File: config.mk
export PLATFORM = sky130hd
export DESIGN_NAME = ace_ccu_snoop_ctrl
export DESIGN_NICKNAME = d
export VERILOG_FILES = /design/src/rtl/ace_ccu_snoop_ctrl_pkg.sv /design/src/rtl/ace_rr_arb.sv /design/src/rtl/ace_ccu_snoop_ctrl.sv
export SDC_FILE = /design/constraint.sdc
export NUM_CORES = 1
export LEC_CHECK = 0
export ABC_AREA = 1
export BUFFER_PORTS_ARGS = -buffer_cell sky130_fd_sc_hd__buf_2
export CORE_MARGIN = 3
export CORE_UTILIZATION = 40
export CTS_CLUSTER_SIZE = 25
export DETAILED_ROUTE_END_ITERATION = 8
export PLACE_DENSITY = 0.83
export SLEW_MARGIN = 20
export SYNTH_ARGS = -nofsm -noshare
export SYNTH_HDL_FRONTEND = slang
export SYNTH_SLANG_ARGS = --single-unit
File: constraint.sdc
create_clock -name clk_i -period 3.2 [get_ports clk_i]
set_input_delay 0.32 -clock clk_i [delete_from_list [all_inputs] [get_ports clk_i]]
set_output_delay 0.32 -clock clk_i [all_outputs]
set_load 0.05 [all_outputs]
File: src/rtl/ace_ccu_snoop_ctrl_pkg.sv
// Shared definitions for the CCU snoop sequencing controller.
//   - CRRESP bit positions
//   - ARSNOOP -> ACSNOOP mapping for shareable reads
//   - Controller FSM state type
package ace_ccu_snoop_ctrl_pkg;

   // CRRESP = {WasUnique, IsShared, PassDirty, Error, DataTransfer}
   localparam int unsigned CrDataTransfer = 0;
   localparam int unsigned CrError        = 1;
   localparam int unsigned CrPassDirty    = 2;
   localparam int unsigned CrIsShared     = 3;
   localparam int unsigned CrWasUnique    = 4;
   localparam int unsigned CrWidth        = 5;

   typedef enum logic [1:0] {
      StIdle,
      StSnoop,
      StDecide,
      StData
   } snoop_state_e;

   // Requests that invalidate other copies snoop with the invalidating
   // counterpart; every other ARSNOOP is forwarded unchanged.
   function automatic logic [3:0] map_ar_snoop(input logic [3:0] ar_snoop);
      logic [3:0] ac_snoop;
      case (ar_snoop)
         4'b1011: ac_snoop = 4'b1001; // CleanUnique -> CleanInvalid
         4'b1100: ac_snoop = 4'b1101; // MakeUnique  -> MakeInvalid
         default: ac_snoop = ar_snoop;
      endcase
      return ac_snoop;
   endfunction

endpackage

File: src/rtl/ace_rr_arb.sv
// Round-robin arbiter with one-hot grant.
//   clk_i, rst_i : clock, synchronous active-high reset (pointer -> 0)
//   req_i        : request vector
//   en_i         : grant is taken this cycle; pointer moves past the winner
//   gnt_o        : one-hot grant (first request at or after the pointer)
//   gnt_idx_o    : index of the granted request
module ace_rr_arb #(
   parameter int unsigned NoPorts = 2,
   localparam int unsigned IdxW   = (NoPorts > 1) ? $clog2(NoPorts) : 1
) (
   input  logic               clk_i,
   input  logic               rst_i,
   input  logic [NoPorts-1:0] req_i,
   input  logic               en_i,
   output logic [NoPorts-1:0] gnt_o,
   output logic [IdxW-1:0]    gnt_idx_o
);

   logic [IdxW-1:0] ptr_q, ptr_d;
   logic [IdxW-1:0] idx;
   logic            found;

   always_comb begin
      gnt_o     = '0;
      gnt_idx_o = '0;
      idx       = '0;
      found     = 1'b0;
      for (int unsigned k = 0; k < NoPorts; k++) begin
         idx = IdxW'((32'(ptr_q) + k) % NoPorts);
         if (!found && req_i[idx]) begin
            found      = 1'b1;
            gnt_o[idx] = 1'b1;
            gnt_idx_o  = idx;
         end
      end
      ptr_d = ptr_q;
      if (en_i && found) begin
         ptr_d = IdxW'((32'(gnt_idx_o) + 1) % NoPorts);
      end
   end

   always_ff @(posedge clk_i) begin
      if (rst_i) begin
         ptr_q <= '0;
      end else begin
         ptr_q <= ptr_d;
      end
   end

endmodule

File: src/rtl/ace_ccu_snoop_ctrl.sv
// Snoop sequencing controller for the shared CCU read path.
// Grants one shareable read at a time (round-robin), snoops every other
// port over AC, gathers CR responses, issues one hit/miss decision to the
// datapath and drains any CD data.
//   req_*  : per-port shareable AR requests (req_ready_o is a 1-cycle pulse)
//   ac_*   : snoop requests; address/type shared by all ports
//   cr_*   : snoop responses
//   cd_*   : snoop data; cd_sel_o names the port forwarded to the requester
//   dec_*  : decision handshake towards the CCU datapath
//   proto_err_o : sticky, set on a CD burst of the wrong length
module ace_ccu_snoop_ctrl
   import ace_ccu_snoop_ctrl_pkg::*;
#(
   parameter int unsigned NoSlvPorts = 2,
   parameter int unsigned AddrWidth  = 64,
   parameter int unsigned CdBeats    = 4,
   localparam int unsigned IdxW      = (NoSlvPorts > 1) ? $clog2(NoSlvPorts) : 1
) (
   input  logic                            clk_i,
   input  logic                            rst_i,
   input  logic [NoSlvPorts-1:0]           req_valid_i,
   output logic [NoSlvPorts-1:0]           req_ready_o,
   input  logic [NoSlvPorts*AddrWidth-1:0] req_addr_i,
   input  logic [NoSlvPorts*4-1:0]         req_snoop_i,
   output logic [NoSlvPorts-1:0]           ac_valid_o,
   input  logic [NoSlvPorts-1:0]           ac_ready_i,
   output logic [AddrWidth-1:0]            ac_addr_o,
   output logic [3:0]                      ac_snoop_o,
   input  logic [NoSlvPorts-1:0]           cr_valid_i,
   output logic [NoSlvPorts-1:0]           cr_ready_o,
   input  logic [NoSlvPorts*CrWidth-1:0]   cr_resp_i,
   input  logic [NoSlvPorts-1:0]           cd_valid_i,
   output logic [NoSlvPorts-1:0]           cd_ready_o,
   input  logic [NoSlvPorts-1:0]           cd_last_i,
   output logic [IdxW-1:0]                 cd_sel_o,
   output logic                            dec_valid_o,
   input  logic                            dec_ready_i,
   output logic [IdxW-1:0]                 dec_port_o,
   output logic                            dec_hit_o,
   output logic                            dec_shared_o,
   output logic                            dec_pass_dirty_o,
   output logic                            proto_err_o
);

   localparam int unsigned N = NoSlvPorts;

   snoop_state_e                state_q, state_d;
   logic [AddrWidth-1:0]        addr_q, addr_d;
   logic [3:0]                  snoop_q, snoop_d;
   logic [IdxW-1:0]             port_q, port_d;
   logic [N-1:0]                target_q, target_d;
   logic [N-1:0]                ac_sent_q, ac_sent_d;
   logic [N-1:0]                cr_got_q, cr_got_d;
   logic [N-1:0]                pend_q, pend_d;
   logic [N-1:0][CrWidth-1:0]   resp_q, resp_d;
   logic [15:0]                 beat_q, beat_d;
   logic                        err_q, err_d;

   logic [N-1:0]    gnt;
   logic [IdxW-1:0] gnt_idx;
   logic            arb_en;

   logic [N-1:0]    data_mask;
   logic [N-1:0]    cd_hs;
   logic [IdxW-1:0] src;
   logic            hit, shared, pass_dirty;
   logic            unused_was_unique;

   ace_rr_arb #(
      .NoPorts (N)
   ) i_arb (
      .clk_i     (clk_i),
      .rst_i     (rst_i),
      .req_i     (req_valid_i),
      .en_i      (arb_en),
      .gnt_o     (gnt),
      .gnt_idx_o (gnt_idx)
   );

   // Only responders are ever non-zero in resp_q (cleared at each grant).
   always_comb begin
      data_mask         = '0;
      shared            = 1'b0;
      hit               = 1'b0;
      src               = '0;
      unused_was_unique = 1'b0;
      for (int unsigned i = 0; i < N; i++) begin
         data_mask[i]      = resp_q[i][CrDataTransfer];
         shared            = shared | resp_q[i][CrIsShared];
         unused_was_unique = unused_was_unique ^ resp_q[i][CrWasUnique];
         if (!hit && resp_q[i][CrDataTransfer] && !resp_q[i][CrError]) begin
            hit = 1'b1;
            src = IdxW'(i);
         end
      end
      pass_dirty = hit & resp_q[src][CrPassDirty];
   end

   always_comb begin
      state_d   = state_q;
      addr_d    = addr_q;
      snoop_d   = snoop_q;
      port_d    = port_q;
      target_d  = target_q;
      ac_sent_d = ac_sent_q;
      cr_got_d  = cr_got_q;
      pend_d    = pend_q;
      resp_d    = resp_q;
      beat_d    = beat_q;
      err_d     = err_q;
      arb_en    = 1'b0;
      cd_hs     = '0;

      req_ready_o      = '0;
      ac_valid_o       = '0;
      cr_ready_o       = '0;
      cd_ready_o       = '0;
      dec_valid_o      = 1'b0;
      ac_addr_o        = addr_q;
      ac_snoop_o       = snoop_q;
      cd_sel_o         = src;
      dec_port_o       = port_q;
      dec_hit_o        = hit;
      dec_shared_o     = shared;
      dec_pass_dirty_o = pass_dirty;
      proto_err_o      = err_q;

      unique case (state_q)
         StIdle: begin
            // No accept pulse while reset is held: the grant would be lost.
            if (|req_valid_i && !rst_i) begin
               req_ready_o = gnt;
               arb_en      = 1'b1;
               addr_d      = req_addr_i[32'(gnt_idx)*AddrWidth +: AddrWidth];
               snoop_d     = map_ar_snoop(req_snoop_i[32'(gnt_idx)*4 +: 4]);
               port_d      = gnt_idx;
               target_d    = ~gnt;
               ac_sent_d   = '0;
               cr_got_d    = '0;
               pend_d      = '0;
               resp_d      = '0;
               beat_d      = '0;
               state_d     = (target_d == '0) ? StDecide : StSnoop;
            end
         end
         StSnoop: begin
            ac_valid_o = target_q & ~ac_sent_q;
            // Registered ac_sent_q: a CR in the same cycle as its AC is refused.
            cr_ready_o = ac_sent_q & ~cr_got_q;
            ac_sent_d  = ac_sent_q | (ac_valid_o & ac_ready_i);
            for (int unsigned i = 0; i < N; i++) begin
               if (cr_valid_i[i] && cr_ready_o[i]) begin
                  resp_d[i] = cr_resp_i[i*CrWidth +: CrWidth];
               end
            end
            cr_got_d = cr_got_q | (cr_valid_i & cr_ready_o);
            if (cr_got_d == target_q) begin
               state_d = StDecide;
            end
         end
         StDecide: begin
            dec_valid_o = 1'b1;
            if (dec_ready_i) begin
               pend_d  = data_mask;
               state_d = (data_mask != '0) ? StData : StIdle;
            end
         end
         StData: begin
            cd_ready_o = pend_q;
            cd_hs      = cd_valid_i & pend_q;
            if (hit && cd_hs[src]) begin
               beat_d = beat_q + 16'd1;
               // Last on the wrong beat, or no last by the expected beat.
               if (cd_last_i[src] ? (32'(beat_d) != CdBeats) : (32'(beat_d) == CdBeats)) begin
                  err_d = 1'b1;
               end
            end
            pend_d = pend_q & ~(cd_hs & cd_last_i);
            if (pend_d == '0) begin
               state_d = StIdle;
            end
         end
         default: state_d = StIdle;
      endcase
   end

   always_ff @(posedge clk_i) begin
      if (rst_i) begin
         state_q   <= StIdle;
         addr_q    <= '0;
         snoop_q   <= '0;
         port_q    <= '0;
         target_q  <= '0;
         ac_sent_q <= '0;
         cr_got_q  <= '0;
         pend_q    <= '0;
         resp_q    <= '0;
         beat_q    <= '0;
         err_q     <= 1'b0;
      end else begin
         state_q   <= state_d;
         addr_q    <= addr_d;
         snoop_q   <= snoop_d;
         port_q    <= port_d;
         target_q  <= target_d;
         ac_sent_q <= ac_sent_d;
         cr_got_q  <= cr_got_d;
         pend_q    <= pend_d;
         resp_q    <= resp_d;
         beat_q    <= beat_d;
         err_q     <= err_d;
      end
   end

endmodule
==> results of run 1 <==
kinds of logic after synthesis:
logic type / after synthesis / share of synthesized area
adder cells (fa/ha/maj): 2 / 0.00507
AND/OR/NAND/NOR: 364 / 0.315
AO/OA/AOI/OAI: 133 / 0.165
flip-flops: 105 / 0.426
XOR/XNOR: 4 / 0.00710
buffers and inverters: 86 / 0.0814
where the power goes:
part / leakage [nW] / internal [mW] / switching (mW)
clock network: 0.134 / 0.535 / 0.514
logic: 2.04 / 0.481 / 1.41
registers: 0.858 / 1.54 / 0.127
per-layer routing:
layer / vias to the layer above / track usage
li1: 2724 / -
met1: 2439 / 0.259
met2: 207 / 0.370
met3: 30 / 0.0586
met4: 0 / 0.0979
met5: - / 0
critical path: cells and delay by family, from the launching register on:
kind          cells  cell delay (ps)
simple gates      3              790
buf+inv           3              570
flops             1              350
path summary, 6_finish.rpt:
check | startpoint | endpoint | slack, ps | cells after the start
hold reg to reg | ac_addr_o[58] | ac_addr_o[58] | 460 | 2
setup / recovery | state_q[0] | req_ready_o[0] | 810 | 6
setup reg to reg | state_q[0] | ac_addr_o[34] | 1170 | 8
hold / removal | req_addr_i[88] | ac_addr_o[24] | 170 | 3
per-stage QoR:
stage               setup WS [ps]  cell area (um^2)
CTS                           778              6450
finish                        812              6460
floorplan                    1100              4930
global placement             1100              6170
detailed placement           1100              6170
global route                  647              6460
layout by cell type (no fill, tap or decap), drive strengths merged, types with 4 or more instances in the layout:
cell	instances
dfxtp	105
nand2	280
a211oi	4
buf	246
a21oi	34
a31oi	50
nor2	41
a22oi	14
xor2	4
nor3	7
nand4	5
inv	55
clkbuf	9
nand3	24
o21ai	25
area by class of cell:
type                       count  area, um^2
clock buffer                   9         225
antenna                        3        7.51
tap                          143         179
sequential                   105        2100
clock inverter                 7        53.8
inverter                      53         204
timing repair buffer         246        1260
multi-input combinational    503        2430
fill                        1157        5250
flip-flops by register name (all words and copies together) (netlist names):
name         count
dec_port_o       1
ac_addr_o       64
data_mask        2
target_q         2
i_arb.ptr_q      1
ac_sent_q        2
state_q          2
proto_err_o      1
pend_q           2
resp_q           6
ac_snoop_o       4
cr_got_q         2
beat_q          16
==> metrics.json, run 1 <==
{
  "status": {
    "run_status": "completed"
  },
  "synth": {
    "synth_sequential_area_ratio": 0.426,
    "post-synth-top-area-cell": "dfxtp_1",
    "synth_top_area_share": 0.426,
    "yosys_most_used_dff": "dfxtp_1",
    "synth_nets": 855,
    "top_cells_by_area_synth": "dfxtp_1 43%, nand2_1 21%, a31oi_1 6.3%, a21oi_1 3.3%, inv_1 3.3%",
    "yosysMostFrequentCell": "nand2_1",
    "postSynthRegisterBits": 105,
    "synth_cell_type_count": 35,
    "yosys-top-cells-count": "272 x nand2_1, 105 x dfxtp_1, 50 x a31oi_1, 43 x inv_1, 33 x a21oi_1",
    "synth_area_per_cell_um2": 7.11,
    "mappedNetlistArea_um2": 4930,
    "count_of_mapped_cells_out_of_synthesis": 694,
    "synth-edff-count": 0,
    "postSynth.asyncResetShare": 0,
    "synth_warnings": 0
  },
  "clock_tree": {
    "cts_max_path_buffers": 2,
    "post-cts-setup-buffer-count": 0,
    "cts-hold-fix-buffers": 0,
    "insertion_delay_ps": 340,
    "num_cts_buffers": 9,
    "htree_num_levels": 3,
    "cts-root-buf": "clkbuf_16",
    "clkSinkCount": 105,
    "cts_tree": "done",
    "cts-resized-gates": 0,
    "clkSlewWorstSetupHoldPaths_ps": 80
  },
  "global_routing": {
    "grt_start_max_net_pins": 81,
    "grt_remaining_overflow": 0,
    "vias_in_the_first_global_route": 4984,
    "grt_antenna_before_repair": 2,
    "gr-usage-all-layers": 0.219,
    "grt_first_pass_wirelength_mm": 23.7
  },
  "cells_and_area": {
    "final_cell_count_no_fill": 1069,
    "postLayoutCoreUtil": 0.552,
    "drive_gt1_frac": 0.329,
    "fin_nets": 1079,
    "area_delta_synth_final_pct": 31.0
  },
  "die": {
    "dieWidth_um": 117,
    "area_of_the_die_um2": 13700,
    "coreArea_um2": 11700,
    "top_level_ports": 242,
    "die-height_um": 117,
    "rows": 39,
    "start_util": 0.421
  },
  "worst_hold_path": {
    "hold_path.class": "in -> reg"
  },
  "drt": {
    "number_of_nets_with_antenna_violations_after_detailed_routing": 0,
    "drt_pre_antenna_iters": 5,
    "met2RoutedLength_mm": 7.85,
    "top_layer_used": "met4",
    "drt-met1-wl_mm": 6.03,
    "wire_per_inst_um": 14.4,
    "routed_wl_mm": 15.4,
    "wl_met3_mm": 1.18,
    "drt-initial-drc-count": 305,
    "dr_vias_cell": 5.05,
    "drc_errors": 0,
    "total_via_count_in_the_routed_design": 5400
  },
  "power_and_ir_drop": {
    "p_leak_nw": 3.03,
    "ir_drop_mv": 0.369,
    "post-layout-total-power_mw": 4.61,
    "power.density_nw_per_um2": 714
  },
  "setup_path": {
    "timing.setup.critical_path_class": "reg -> out",
    "crit_slowest_cell": "nor2_4",
    "cp_slowest_stage_delay_ps": 440,
    "worstPathArrival_ps": 2070,
    "crit_path_cell_trace": "nor2_2 -> inv_2 -> nor2_8 -> inv_4 -> nor2_4 -> buf_2",
    "critPathLaunchType": "flip-flop",
    "timing.critical_path.required_ps": 2880,
    "crit_path_capture_type": "output port",
    "critical_path.max_fanout": 20
  },
  "sta": {
    "unrepaired_setup_endpoints_after_global_routing": "no",
    "holdWs_ps": 171,
    "setup_viol": 0,
    "fin_skew_ps": 9.19,
    "fmax_ghz": 0.419,
    "layout_worst_path_cycle_share": 0.746,
    "relSlewSlack": 0.364,
    "timing.final.max_slew_violations": 0,
    "final_period_minus_worst_setup_slack_ps": 2390,
    "worst_slew_pin_tran_ps": 953,
    "total_negative_slack_ps": 0,
    "finalHoldViolCount": 0
  },
  "placement": {
    "dp.final_hpwl_mm": 11.6,
    "gp_congestion": 0.877,
    "place.port_buffers": 239,
    "placed_cells": 1050
  },
  "flow_run": {
    "drv.max_cap_violation_count": 0
  }
}
Note: power is estimated with default switching activity, not from simulation.
==> inputs of run 2 (changes only) <==
==> constraint.sdc (replaced) <==
create_clock -name clk_i -period 2.35 [get_ports clk_i]
set_input_delay 0.235 -clock clk_i [delete_from_list [all_inputs] [get_ports clk_i]]
set_output_delay 0.235 -clock clk_i [all_outputs]
set_load 0.05 [all_outputs]
==> run 2 against run 1 <==
Largest cell class unchanged. Critical path depth did not move. Final cell count increased by 0.84%. Core utilization up 0.42 points. Sequential power up 36%. Final area rose by 0.76%. Highest routed layer unchanged. Sequential share of layout area decreased by 0.24 points.
==> metrics.json, run 2 (same netlist as run 1, synthesis figures left out) <==
{
  "cells_and_area": {
    "fin_area_um2": 6510,
    "layout.cells.most_common_list": "272 x nand2_1, 239 x buf_2, 105 x dfxtp_1",
    "num-fill-cells": 1113,
    "largest_register_ffs": 64,
    "area_delta_synth_final_pct": 32.0,
    "fin_nets": 1087,
    "final_common_cell": "nand2_1",
    "drive_gt1_frac": 0.335
  },
  "sta": {
    "holdWs_ps": 81.0,
    "relSlewSlack": 0.403,
    "fmax_ghz": 0.457,
    "layout_worst_path_cycle_share": 0.931,
    "setup_viol": 0,
    "total_negative_slack_ps": 0,
    "worst_slew_pin_tran_ps": 896,
    "final_period_minus_worst_setup_slack_ps": 2190,
    "finalHoldViolCount": 0,
    "unrepaired_setup_endpoints_after_global_routing": "no",
    "fin_skew_ps": 7.56,
    "timing.final.max_slew_violations": 0
  },
  "clock_tree": {
    "cts-hold-fix-buffers": 0,
    "cts-resized-gates": 0,
    "post-cts-setup-buffer-count": 0,
    "clkSlewWorstSetupHoldPaths_ps": 80,
    "htree_num_levels": 3,
    "cts_tree": "done",
    "clkSinkCount": 105,
    "insertion_delay_ps": 350,
    "num_cts_buffers": 9,
    "cts_max_path_buffers": 2,
    "cts-root-buf": "clkbuf_16"
  },
  "drt": {
    "dr_vias_cell": 4.96,
    "number_of_nets_with_antenna_violations_after_detailed_routing": 0,
    "routed_wl_mm": 15.3,
    "drt_pre_antenna_iters": 4,
    "drt-initial-drc-count": 244,
    "drc_errors": 0,
    "wire_per_inst_um": 14.2,
    "total_via_count_in_the_routed_design": 5347
  },
  "placement": {
    "dp.final_hpwl_mm": 11.7,
    "place.port_buffers": 239,
    "gp_congestion": 0.858,
    "total_cell_area_at_the_placement_stage_um2": 6220
  },
  "die": {
    "die-height_um": 117,
    "rows": 39,
    "top_level_ports": 242,
    "dieWidth_um": 117,
    "coreArea_um2": 11700,
    "start_util": 0.421,
    "area_of_the_die_um2": 13700
  },
  "global_routing": {
    "grt_first_pass_wirelength_mm": 23.6,
    "gr-usage-all-layers": 0.216,
    "grt_antenna_before_repair": 2,
    "grt_start_max_net_pins": 81,
    "grt_remaining_overflow": 0,
    "vias_in_the_first_global_route": 4895
  },
  "power_and_ir_drop": {
    "p_leak_nw": 3.07,
    "ir_drop_mv": 0.553,
    "power.density_nw_per_um2": 972
  },
  "flow_run": {
    "drv.max_cap_violation_count": 0
  },
  "setup_path": {
    "rr_startpoint": "state_q[0]",
    "crit_path_start": "state_q[0]",
    "critical_path.max_fanout": 19,
    "crit_path_capture_type": "output port",
    "timing.critical_path.required_ps": 2120,
    "timing.setup.critical_path_class": "reg -> out",
    "worstPathArrival_ps": 1950,
    "critPathLaunchType": "flip-flop"
  },
  "worst_hold_path": {
    "hold_path.class": "in -> reg",
    "worstHoldStart": "req_addr_i[116]"
  },
  "status": {
    "run_status": "completed"
  }
}
[run 2: layer usage]
layer,share of wire,up-vias,track usage
li1,-,2742,-
met1,0.41,2415,0.258
met2,0.51,172,0.378
met3,0.066,18,0.0581
met4,0.012,0,0.0673
met5,0,-,0
[run 2: worst paths after layout]
check                                       to  cells past startpoint  slack, ps
worst max-delay path            req_ready_o[0]                      6        160
worst min-delay path             ac_addr_o[52]                      3         80
worst max register to register   ac_addr_o[62]                      8        470
worst min register to register   ac_snoop_o[0]                      2        460
[run 2: final cells by class]
cell class / count / area, um^2 / area share
antenna: 4 / 10.0 / 0.00154
clock buffer: 9 / 225 / 0.0346
clock inverter: 7 / 52.6 / 0.00807
inverter: 53 / 204 / 0.0313
multi-input combinational: 503 / 2430 / 0.373
sequential: 105 / 2100 / 0.323
tap: 143 / 179 / 0.0275
timing repair buffer: 254 / 1310 / 0.201
[run 2: worst max-delay path, stage by stage (launching register included)]
cell and delay [ps]:
dfxtp_1 350, nor2_2 170, inv_2 80, nor2_8 180
inv_4 70, nor2_4 390, buf_2 360
[run 2: through the flow]
step | power [mW] | utilization | std cells | worst slack [ps]
floorplan | 4.24 | - | 694 | 340
global placement | 4.89 | 0.531 | 1058 | 473
detailed placement | 4.92 | 0.531 | 1058 | 416
CTS | 6.35 | 0.555 | 1074 | 102
global route | 6.67 | 0.555 | 1076 | 13.9
finish | 6.32 | 0.556 | 1078 | 162
[run 2: power breakdown]
group | internal (mW) | total (mW) | switching (mW)
clock | 0.730 | 1.45 | 0.716
sequential | 2.10 | 2.27 | 0.177
combinational | 0.681 | 2.60 | 1.92
total | 3.51 | 6.32 | 2.82
